[config.mk]
export PLATFORM = sky130hd
export DESIGN_NAME = mc_ctrl_ws_flat
export DESIGN_NICKNAME = d
export VERILOG_FILES = /design/src/rtl/mc_ctrl_ws_if.sv /design/src/rtl/mc_ctrl_ws.sv /design/src/flat_wrapper.sv
export SDC_FILE = /design/constraint.sdc
export NUM_CORES = 1
export LEC_CHECK = 0
export ABC_AREA = 1
export CAP_MARGIN = 20
export CORE_UTILIZATION = 35
export DETAILED_ROUTE_END_ITERATION = 10
export DONT_BUFFER_PORTS = 1
export PLACE_DENSITY_LB_ADDON = 0.12
export RECOVER_POWER = 50
export SETUP_SLACK_MARGIN = 0.02
export SLEW_MARGIN = 20
export SYNTH_ARGS = -nofsm -noshare
export SYNTH_HDL_FRONTEND = slang
export SYNTH_SLANG_ARGS = --single-unit
[constraint.sdc]
create_clock -name clk -period 1.3 [get_ports clk]
set_input_delay 0.26 -clock clk [delete_from_list [all_inputs] [get_ports clk]]
set_output_delay 0.26 -clock clk [all_outputs]
set_load 0.005 [all_outputs]
[src/rtl/mc_ctrl_ws_if.sv]
`default_nettype none
// ============================================================================
// mc_ctrl_ws_if : IR/flag inputs and datapath controls of the mc_ctrl_ws unit
// Rev 1.0
// ============================================================================
interface mc_ctrl_ws_if #(
  parameter int ALUOP_W = 4
);
  logic               i_zero;
  logic [5:0]         i_op;
  logic [5:0]         i_func;
  logic               i_mem_ready;
  logic               o_mem_req;
  logic               o_pc_wr;
  logic               o_ir_wr;
  logic               o_rf_wr;
  logic               o_dm_wr;
  logic [1:0]         o_ext_sel;
  logic [ALUOP_W-1:0] o_alu_op;
  logic [1:0]         o_npc_op;
  logic [1:0]         o_reg_sel;
  logic [1:0]         o_wd_sel;
  logic               o_b_sel;
  logic [3:0]         o_state;
  logic               o_bad_op;
  logic               o_mem_fault;

  // controller side
  modport master (
    input  i_zero, i_op, i_func, i_mem_ready,
    output o_mem_req, o_pc_wr, o_ir_wr, o_rf_wr, o_dm_wr, o_ext_sel, o_alu_op,
           o_npc_op, o_reg_sel, o_wd_sel, o_b_sel, o_state, o_bad_op, o_mem_fault
  );

  // datapath side
  modport slave (
    output i_zero, i_op, i_func, i_mem_ready,
    input  o_mem_req, o_pc_wr, o_ir_wr, o_rf_wr, o_dm_wr, o_ext_sel, o_alu_op,
           o_npc_op, o_reg_sel, o_wd_sel, o_b_sel, o_state, o_bad_op, o_mem_fault
  );
endinterface
`default_nettype wire

[src/rtl/mc_ctrl_ws.sv]
`default_nettype none
// ============================================================================
// mc_ctrl_ws : multi-cycle MIPS control unit with memory wait-state timeout
// Optional jr support: define MC_CTRL_JR_EN.                      Rev 1.0
// ============================================================================
module mc_ctrl_ws #(
  parameter int ALUOP_W     = 4,
  parameter int TO_W        = 4,
  parameter int MEM_TIMEOUT = 15
) (
  input wire           clk,
  input wire           rst,
  mc_ctrl_ws_if.master bus
);
  typedef enum logic [3:0] {
    S_FETCH = 4'd0, S_DCD = 4'd1, S_MA = 4'd2, S_MR = 4'd3, S_MEMWB = 4'd4,
    S_MW = 4'd5, S_EXE = 4'd6, S_ALUWB = 4'd7, S_BR = 4'd8, S_JMP = 4'd9,
    S_FAULT = 4'd15
  } state_t;

  localparam logic [5:0] c_OP_R = 6'b000000, c_OP_J = 6'b000010, c_OP_JAL = 6'b000011,
                         c_OP_BEQ = 6'b000100, c_OP_BNE = 6'b000101, c_OP_ADDI = 6'b001000,
                         c_OP_ADDIU = 6'b001001, c_OP_SLTI = 6'b001010, c_OP_ANDI = 6'b001100,
                         c_OP_ORI = 6'b001101, c_OP_XORI = 6'b001110, c_OP_LUI = 6'b001111,
                         c_OP_LW = 6'b100011, c_OP_SW = 6'b101011;
  localparam logic [3:0] c_ALU_ADDU = 4'd0, c_ALU_SUBU = 4'd1, c_ALU_ADD = 4'd2, c_ALU_SUB = 4'd3,
                         c_ALU_AND = 4'd4, c_ALU_OR = 4'd5, c_ALU_XOR = 4'd6, c_ALU_NOR = 4'd7,
                         c_ALU_SLT = 4'd8, c_ALU_SLTU = 4'd9, c_ALU_LUI = 4'd10;
  localparam logic [TO_W-1:0] c_TO_LAST = TO_W'(MEM_TIMEOUT - 1);

  state_t          r_state, w_state_nxt;
  logic [TO_W-1:0] r_cnt;
  logic            r_bad_op, r_mem_fault;

  logic w_is_rtype, w_is_lw, w_is_sw, w_is_br, w_is_jmp, w_is_jal, w_is_jr, w_ext_sign;
  logic w_is_ialu, w_r_ok;
  logic [3:0] w_i_alu, w_r_alu;

  logic       w_mem_req, w_pc_wr, w_ir_wr, w_rf_wr, w_dm_wr, w_b_sel;
  logic [1:0] w_ext_sel, w_npc_op, w_reg_sel, w_wd_sel;
  logic [3:0] w_alu_op;
  logic       w_waiting, w_set_bad, w_set_fault;

  assign w_is_rtype = (bus.i_op == c_OP_R);
  assign w_is_lw    = (bus.i_op == c_OP_LW);
  assign w_is_sw    = (bus.i_op == c_OP_SW);
  assign w_is_br    = (bus.i_op == c_OP_BEQ) || (bus.i_op == c_OP_BNE);
  assign w_is_jal   = (bus.i_op == c_OP_JAL);
  assign w_is_jmp   = (bus.i_op == c_OP_J) || w_is_jal;
  assign w_ext_sign = w_is_lw || w_is_sw || w_is_br || (bus.i_op == c_OP_ADDI) ||
                      (bus.i_op == c_OP_ADDIU) || (bus.i_op == c_OP_SLTI);
`ifdef MC_CTRL_JR_EN
  localparam logic [5:0] c_FN_JR = 6'b001000;
  assign w_is_jr = w_is_rtype && (bus.i_func == c_FN_JR);
`else
  assign w_is_jr = 1'b0;
`endif

  always_comb begin
    w_is_ialu = 1'b1;
    w_i_alu   = c_ALU_ADDU;
    case (bus.i_op)
      c_OP_ADDI:  w_i_alu = c_ALU_ADD;
      c_OP_ADDIU: w_i_alu = c_ALU_ADDU;
      c_OP_ANDI:  w_i_alu = c_ALU_AND;
      c_OP_ORI:   w_i_alu = c_ALU_OR;
      c_OP_XORI:  w_i_alu = c_ALU_XOR;
      c_OP_SLTI:  w_i_alu = c_ALU_SLT;
      c_OP_LUI:   w_i_alu = c_ALU_LUI;
      default:    w_is_ialu = 1'b0;
    endcase
  end

  always_comb begin
    w_r_ok  = 1'b1;
    w_r_alu = c_ALU_ADDU;
    case (bus.i_func)
      6'b100000: w_r_alu = c_ALU_ADD;
      6'b100001: w_r_alu = c_ALU_ADDU;
      6'b100010: w_r_alu = c_ALU_SUB;
      6'b100011: w_r_alu = c_ALU_SUBU;
      6'b100100: w_r_alu = c_ALU_AND;
      6'b100101: w_r_alu = c_ALU_OR;
      6'b100110: w_r_alu = c_ALU_XOR;
      6'b100111: w_r_alu = c_ALU_NOR;
      6'b101010: w_r_alu = c_ALU_SLT;
      6'b101011: w_r_alu = c_ALU_SLTU;
      default:   w_r_ok  = 1'b0;
    endcase
  end

  always_comb begin
    w_state_nxt = r_state;
    w_mem_req = 1'b0; w_pc_wr = 1'b0; w_ir_wr = 1'b0; w_rf_wr = 1'b0; w_dm_wr = 1'b0;
    w_ext_sel = 2'd0; w_alu_op = c_ALU_ADDU; w_npc_op = 2'd0; w_reg_sel = 2'd0;
    w_wd_sel = 2'd0; w_b_sel = 1'b0;
    w_waiting = 1'b0; w_set_bad = 1'b0; w_set_fault = 1'b0;
    case (r_state)
      S_FETCH: begin
        w_mem_req = 1'b1;
        w_waiting = 1'b1;
        if (bus.i_mem_ready) begin
          w_pc_wr = 1'b1; w_ir_wr = 1'b1; w_state_nxt = S_DCD;
        end
      end
      S_DCD: begin
        if (w_ext_sign)                   w_ext_sel = 2'd1;
        else if (bus.i_op == c_OP_LUI)    w_ext_sel = 2'd2;
        if (w_is_jr)                      w_state_nxt = S_JMP;
        else if (w_is_rtype || w_is_ialu) w_state_nxt = S_EXE;
        else if (w_is_lw || w_is_sw)      w_state_nxt = S_MA;
        else if (w_is_br)                 w_state_nxt = S_BR;
        else if (w_is_jmp)                w_state_nxt = S_JMP;
        else begin
          w_set_bad = 1'b1; w_state_nxt = S_FETCH;
        end
      end
      S_EXE: begin
        w_b_sel  = w_is_ialu;
        w_alu_op = w_is_ialu ? w_i_alu : w_r_alu;
        if (w_is_rtype && !w_r_ok) begin
          w_set_bad = 1'b1; w_state_nxt = S_FETCH;
        end else begin
          w_state_nxt = S_ALUWB;
        end
      end
      S_ALUWB: begin
        w_rf_wr = 1'b1; w_reg_sel = w_is_ialu ? 2'd1 : 2'd0; w_state_nxt = S_FETCH;
      end
      S_MA: begin
        w_b_sel = 1'b1; w_state_nxt = w_is_lw ? S_MR : S_MW;
      end
      S_MR: begin
        w_mem_req = 1'b1; w_waiting = 1'b1;
        if (bus.i_mem_ready) w_state_nxt = S_MEMWB;
      end
      S_MEMWB: begin
        w_rf_wr = 1'b1; w_reg_sel = 2'd1; w_wd_sel = 2'd1; w_state_nxt = S_FETCH;
      end
      S_MW: begin
        w_mem_req = 1'b1; w_dm_wr = 1'b1; w_waiting = 1'b1;
        if (bus.i_mem_ready) w_state_nxt = S_FETCH;
      end
      S_BR: begin
        w_alu_op = c_ALU_SUBU; w_npc_op = 2'd1;
        w_pc_wr  = (bus.i_op == c_OP_BNE) ? ~bus.i_zero : bus.i_zero;
        w_state_nxt = S_FETCH;
      end
      S_JMP: begin
        w_pc_wr = 1'b1; w_npc_op = w_is_jr ? 2'd3 : 2'd2;
        if (w_is_jal) begin
          w_rf_wr = 1'b1; w_reg_sel = 2'd2; w_wd_sel = 2'd2;
        end
        w_state_nxt = S_FETCH;
      end
      S_FAULT: w_state_nxt = S_FAULT;
      default: w_state_nxt = S_FETCH;
    endcase
    // A ready arriving on the last permitted wait still completes the access.
    if (w_waiting && !bus.i_mem_ready && (r_cnt == c_TO_LAST)) begin
      w_set_fault = 1'b1; w_state_nxt = S_FAULT;
    end
  end

  always_ff @(posedge clk) begin
    if (!rst) begin
      r_state     <= S_FETCH;
      r_cnt       <= '0;
      r_bad_op    <= 1'b0;
      r_mem_fault <= 1'b0;
    end else begin
      r_state     <= w_state_nxt;
      r_cnt       <= (w_waiting && !bus.i_mem_ready) ? r_cnt + TO_W'(1) : '0;
      r_bad_op    <= r_bad_op | w_set_bad;
      r_mem_fault <= r_mem_fault | w_set_fault;
    end
  end

  assign bus.o_mem_req   = w_mem_req & rst;
  assign bus.o_pc_wr     = w_pc_wr & rst;
  assign bus.o_ir_wr     = w_ir_wr & rst;
  assign bus.o_rf_wr     = w_rf_wr & rst;
  assign bus.o_dm_wr     = w_dm_wr & rst;
  assign bus.o_ext_sel   = w_ext_sel;
  assign bus.o_alu_op    = ALUOP_W'(w_alu_op);
  assign bus.o_npc_op    = w_npc_op;
  assign bus.o_reg_sel   = w_reg_sel;
  assign bus.o_wd_sel    = w_wd_sel;
  assign bus.o_b_sel     = w_b_sel;
  assign bus.o_state     = r_state;
  assign bus.o_bad_op    = r_bad_op;
  assign bus.o_mem_fault = r_mem_fault;
endmodule
`default_nettype wire

[src/flat_wrapper.sv]
// flat-port wrapper written by rule: the top's interface ports become plain ports
module mc_ctrl_ws_flat 
#(
  parameter int ALUOP_W     = 4,
  parameter int TO_W        = 4,
  parameter int MEM_TIMEOUT = 15
)
  (clk, rst, bus_i_zero, bus_i_op, bus_i_func, bus_i_mem_ready, bus_o_mem_req, bus_o_pc_wr, bus_o_ir_wr, bus_o_rf_wr, bus_o_dm_wr, bus_o_ext_sel, bus_o_alu_op, bus_o_npc_op, bus_o_reg_sel, bus_o_wd_sel, bus_o_b_sel, bus_o_state, bus_o_bad_op, bus_o_mem_fault);
  mc_ctrl_ws_if #(.ALUOP_W(ALUOP_W)) bus_i ();
  input wire clk;
  input wire rst;
  input wire logic [$bits(bus_i.i_zero)-1:0] bus_i_zero;
  input wire logic [$bits(bus_i.i_op)-1:0] bus_i_op;
  input wire logic [$bits(bus_i.i_func)-1:0] bus_i_func;
  input wire logic [$bits(bus_i.i_mem_ready)-1:0] bus_i_mem_ready;
  output wire logic [$bits(bus_i.o_mem_req)-1:0] bus_o_mem_req;
  output wire logic [$bits(bus_i.o_pc_wr)-1:0] bus_o_pc_wr;
  output wire logic [$bits(bus_i.o_ir_wr)-1:0] bus_o_ir_wr;
  output wire logic [$bits(bus_i.o_rf_wr)-1:0] bus_o_rf_wr;
  output wire logic [$bits(bus_i.o_dm_wr)-1:0] bus_o_dm_wr;
  output wire logic [$bits(bus_i.o_ext_sel)-1:0] bus_o_ext_sel;
  output wire logic [$bits(bus_i.o_alu_op)-1:0] bus_o_alu_op;
  output wire logic [$bits(bus_i.o_npc_op)-1:0] bus_o_npc_op;
  output wire logic [$bits(bus_i.o_reg_sel)-1:0] bus_o_reg_sel;
  output wire logic [$bits(bus_i.o_wd_sel)-1:0] bus_o_wd_sel;
  output wire logic [$bits(bus_i.o_b_sel)-1:0] bus_o_b_sel;
  output wire logic [$bits(bus_i.o_state)-1:0] bus_o_state;
  output wire logic [$bits(bus_i.o_bad_op)-1:0] bus_o_bad_op;
  output wire logic [$bits(bus_i.o_mem_fault)-1:0] bus_o_mem_fault;
  assign bus_i.i_zero = bus_i_zero;
  assign bus_i.i_op = bus_i_op;
  assign bus_i.i_func = bus_i_func;
  assign bus_i.i_mem_ready = bus_i_mem_ready;
  assign bus_o_mem_req = bus_i.o_mem_req;
  assign bus_o_pc_wr = bus_i.o_pc_wr;
  assign bus_o_ir_wr = bus_i.o_ir_wr;
  assign bus_o_rf_wr = bus_i.o_rf_wr;
  assign bus_o_dm_wr = bus_i.o_dm_wr;
  assign bus_o_ext_sel = bus_i.o_ext_sel;
  assign bus_o_alu_op = bus_i.o_alu_op;
  assign bus_o_npc_op = bus_i.o_npc_op;
  assign bus_o_reg_sel = bus_i.o_reg_sel;
  assign bus_o_wd_sel = bus_i.o_wd_sel;
  assign bus_o_b_sel = bus_i.o_b_sel;
  assign bus_o_state = bus_i.o_state;
  assign bus_o_bad_op = bus_i.o_bad_op;
  assign bus_o_mem_fault = bus_i.o_mem_fault;
  mc_ctrl_ws #(.ALUOP_W(ALUOP_W), .TO_W(TO_W), .MEM_TIMEOUT(MEM_TIMEOUT)) u_core (.clk(clk), .rst(rst), .bus(bus_i));
endmodule
; After elaboration in Yosys (flattened, before gate mapping)
; Cells that the tools add are included.
[totals]
reg_bits = 10
input_bits = 16
output_inout_bits = 24
wordCells = 112
[op_classes]
add_sub_neg = 1
n_eq_ne = 37
mux = 41
bitwise = 8
reduce_logical = 21
[op_table]
columns = operator, count
row1 = $eq A6 B6 Y1 const B, 12
row2 = $eq A6 B4 Y1 const B, 7
row3 = $mux W4, 9
row4 = $pmux W4 S9, 1
row5 = $pmux W4 S7, 1
row6 = $pmux W4 S6, 1
row7 = $eq A4 B3 Y1 const B, 4
row8 = $eq A4 B4 Y1 const B, 4
row9 = $mux W1, 15
row10 = $eq A6 B2 Y1 const B, 2
row11 = $eq A6 B3 Y1 const B, 2
row12 = $reduce_or A10 Y1, 1
row13 = $ne A3 B2 Y1 const B, 3
row14 = $eq A4 B2 Y1 const B, 2
row15 = $logic_or A1 B1 Y1, 8
row16 = $mux W2, 4
row17 = $pmux W2 S2, 2
row18 = $pmux W4 S2, 1
row19 = $reduce_or A7 Y1, 1
row20 = $logic_not A6 Y1, 1
row21 = $mux W3, 2
row22 = $pmux W1 S2, 3
row23 = $pmux W2 S3, 1
row24 = $and A1 B1 Y1, 5
row25 = other kinds (12), 16

; Longest topological paths before layout
[logic_depth]
ltp_word = 8
ltp_mapped = 11
depth_no_buf = 11

; Least setup slack after synthesis
; OpenSTA, ideal clock, no wires.
[synth_path]
path_type = reg2out
start = register u_core.r_state[0] (netlist: u_core.bus.o_state[0])
end = output port bus_o_rf_wr
arrival_time_ps = 1182
required_time_ps = 1040
setup_slack_ps = -142
stages_incl_launch_ff = 9
path_buffers = 0
cell_sequence = dfxtp_1 inv_2 nor2_4 inv_2 nor2_2 inv_2 nor4_2 a21oi_1 nor2_1
[synth_via]
elab_chain_len = 4
word_cells_on_any_way = 6
classes_between = eq/ne (3) / mux (1) / bitwise (1) / reduce/logical (1)
[synth_lines]
columns = item, line
row1 = from (decl), mc_ctrl_ws.sv:31  ; state_t r_state, w_state_nxt;
row2 = from (signal assigned), mc_ctrl_ws.sv:172  ; r_state <= w_state_nxt;
row3 = $eq A4 B3 Y1, mc_ctrl_ws.sv:98  ; case (r_state)
row4 = $reduce_or A2 Y1 (no source line), --
row5 = $pmux W1 S2 (*), mc_ctrl_ws.sv:98
row6 = $and A1 B1 Y1 (*), mc_ctrl_ws.sv:182  ; assign bus.o_rf_wr = w_rf_wr & rst;
row7 = to (decl), flat_wrapper.sv:19  ; output wire logic [$bits(bus_i.o_rf_wr)-1:0] bus_o_rf_wr;
; Every way passes the cells marked *; elsewhere a longest branch is shown, timed or not.

; Worst setup path in the final report
; Ends and elaborated chain as after synthesis.

==> summary by stage <==
Floorplanning
The area of the core is 0.00278 mm². In this run the core area contains 19 standard-cell rows. The die covers 0.00320 mm².

The x dimension of the die is 56.5 µm. Measured along the y axis, the die boundary spans 56.5 µm. The boundary pin count is 40.

The initial utilization of the core area, before any placement, comes to 37.4%.

Logic synthesis
The number of different library cells used by synthesis comes to 26. The post-synth net total is 198. The post-synthesis instance area is 0.00104 mm². The register bit total from synthesis is 10.

The count of synthesis-stage warnings from yosys is 0. Counting every instance in the synthesized netlist gives 180. In this run the mean area of a mapped cell was 5.78 µm².

The sequential share of the synthesized area is 19.2%.

Route
In the routed layout, each cell is associated on average with a via count of 5.26. The detail route stage leaves a number of antenna-violating nets equal to 0. The first-pass iteration count of the detailed router is 4. After detailed routing, the average wire length per cell comes to 12.9 µm.

The via count is 1316. The routed design has 3.23 mm of wire. In the routed design, unresolved DRC markers number 0.

The first routing iteration left 39 violations.

Placed design
The number of buffers inserted by port buffering is 0. After legalization and detailed placement, the total HPWL measured 2.37 mm. The placer's final routability congestion estimate is 0.813.

Power
The internal power of the cells is 633 µW. For this design the ratio of total power to cell area is 610 mW/mm². The proportion of power drawn by the clock network is 20.3%.

Combinational logic is responsible for 46.2% of the overall power. Summed over all cells, the static leakage comes to 0.000761 µW. The proportion of total power due to net switching is 37.3%. The power dissipated by switching net loads is 377 µW. In this run, flip-flops and latches consume 33.5% of the power. VDD sags by at most 661 µV.

STA
The post-route fraction of the period consumed by the critical path is 123%. Across all hold checks on the routed design, the worst slack comes to 0.113 ns. The clock skew after layout is 0.00455 ns. The number of hold violations in the final report is 0. The time the worst path needs with I/O delays and setup is 1.60 ns. Setup violations remaining at the end of the flow were counted as 28. Adding up every negative setup slack in the final design gives -4.14 ns. The tightest slew margin relative to the limit is 77.9%. Setup slack on the critical path of the routed design comes to -0.302 ns. Derived from the worst setup path, the maximum achievable clock frequency is 624 MHz. The slew of the pin with the lowest slew margin is 0.329 ns. Setup repair after global routing could not meet its margin everywhere. The count of pins over their slew limit is 0.

Global route
The largest net degree at the start of global routing is 10. The met2 track utilization from global routing is 35.5%. The aggregate global-route resource usage is 20.2%. The total overflow left after global routing is 0.

The global routing met3 resource utilization is 4.38%. The wire length of the first global-routing pass is 5.20 mm. The met1 track utilization from global routing is 25.8%. met2 is the most crowded layer. The via count of the first global-routing pass is 1238. The number of antenna violations at the first check in global routing was 0.

Layout
The number of fill cells in the layout is 291. The count of inserted antenna diode cells is 0. In the layout the commonest cells are 27 x sky130_fd_sc_hd__buf_4, 22 x sky130_fd_sc_hd__nor2_1, 21 x sky130_fd_sc_hd__nand2_1. The post-synthesis to final-layout area growth is 59.0%.

The library cell used most frequently in the layout, excluding fill and tap cells, is sky130_fd_sc_hd__buf_4. The end-of-flow core utilization is 59.5%. The final layout contains 239 nets. In the final layout, the share of cells above drive strength 1 is 49.3%.

Worst hold path
The worst hold path begins at rst. The classification of the worst-slack hold path is in2reg.

Clocking
The clock-pin transition on the worst setup and hold timing paths is 0.06 ns. CTS built an H-tree with a depth of 1. The number of clock buffers added by TritonCTS is 3. The latest clock arrival within the worst-skew pair is 0.26 ns.

The cell sitting at the root of the clock tree is a sky130_fd_sc_hd__clkbuf_4. The number of clock sinks seen by CTS is 10. TritonCTS built the clock tree. No sink is reached through more buffers than the 2 on the longest clock path.

Setup path
The worst setup path is captured at a primary output. The worst setup path is launched from a register. The critical path in this run is classified as reg2out. The critical path startpoint is u_core.bus.o_state[0].

The largest fanout on the critical path is 4. The worst register-to-register path begins at u_core.bus.o_state[2]. The required time at the endpoint of the critical path is 1.04 ns.

The arrival time at the worst endpoint is 1.34 ns.

Run status
The flow ran to the end, but the final reports show violations. The checks that failed: setup timing.

Run
The number of maximum-capacitance violations is 0.
-- critical path, cell delays in order, from the launching register on --
cell and delay [ns]:
sky130_fd_sc_hd__dfxtp_2 0.35, sky130_fd_sc_hd__inv_4 0.05, sky130_fd_sc_hd__nor2_4 0.11, sky130_fd_sc_hd__inv_2 0.06, sky130_fd_sc_hd__nor2_4 0.09, sky130_fd_sc_hd__inv_2 0.06
sky130_fd_sc_hd__nor4_4 0.15, sky130_fd_sc_hd__a21oi_1 0.08, sky130_fd_sc_hd__nor2_1 0.13
-- synthesized netlist by cell type, drive strengths merged --
cell / count / area share [%]
nor2: 39 / 18
nand2: 37 / 15
inv: 33 / 12
nand3: 20 / 11
a21oi: 12 / 5.8
dfxtp: 10 / 19
nor3: 6 / 2.9
o21ai: 6 / 2.9
nand4: 4 / 2.4
a31oi: 3 / 1.8
ha: 2 / 2.4
a221oi: 1 / 0.84
buf: 1 / 0.72
clkinv: 1 / 0.36
nor4: 1 / 1.2
o21a: 1 / 0.72
o21bai: 1 / 0.72
xnor2: 1 / 0.84
xor2: 1 / 0.84
-- per-layer routing --
| layer | wire, µm | vias up |
|---|---|---|
| li1 | - | 655 |
| met1 | 1420 | 626 |
| met2 | 1630 | 33 |
| met3 | 143 | 2 |
| met4 | 28 | 0 |
| met5 | 0 | - |
-- registers in the layout, summed over array words and instances (netlist names) --
register,cells
u_core.bus.o_state,4
u_core.bus.o_mem_fault,1
u_core.r_cnt,4
u_core.bus.o_bad_op,1
-- cells by family (layout without fill, tap and decap cells) --
| logic type | after synthesis | after routing | synth area share (%) |
|---|---|---|---|
| XOR/XNOR | 2 | 2 | 1.68 |
| flip-flops | 10 | 10 | 19.2 |
| AND/OR/NAND/NOR | 107 | 107 | 51.0 |
| adder cells (fa/ha/maj) | 2 | 2 | 2.40 |
| AO/OA/AOI/OAI | 24 | 24 | 12.7 |
| buffers and inverters | 35 | 74 | 13.0 |
-- through the flow --
step	area [µm²]	std cells	worst slack [ns]	total power [µW]
6_report	1660	250	-0.302	1010
3_5_place_dp	1260	232	-0.0516	629
2_1_floorplan	1060	180	-0.00724	543
4_1_cts	1490	248	-0.264	926
3_3_place_gp	1260	232	-0.0192	626
5_1_grt	1660	250	-0.388	1070
-- area by class of cell --
class / instances / area (µm²) / share of cell area, %
timing repair buffer: 37 / 315 / 19.0
sequential: 10 / 213 / 12.8
multi-input combinational: 135 / 926 / 55.9
inverter: 34 / 140 / 8.47
tap: 31 / 38.8 / 2.34
clock buffer: 3 / 22.5 / 1.36
-- final timing paths --
check                                              end  slack (ns)  depth (start not counted)
worst max-delay path                       bus_o_rf_wr       -0.30                          8
worst min register to register  u_core.bus.o_mem_fault        0.49                          1
worst min-delay path            u_core.bus.o_mem_fault        0.11                          1
worst max register to register   u_core.bus.o_state[3]       -0.12                         11
-- what timing repair did --
action | CTS | global route
resized for setup | 34 | 38
pin swaps | 12 | 10
hold buffers | 0 | 0
buffers inserted | 16 | 4
setup endpoints to repair | 18 | 28
-- power by group through the flow --
stage          Sequential (µW)  Clock, µW  Combinational, µW
6_report                   338        205                466
5_1_grt                    340        221                510
4_1_cts                    339        210                378
3_5_place_dp               347          0                282
3_3_place_gp               346          0                279
2_1_floorplan              346          0                197
Power figures use the tool's default switching activity.
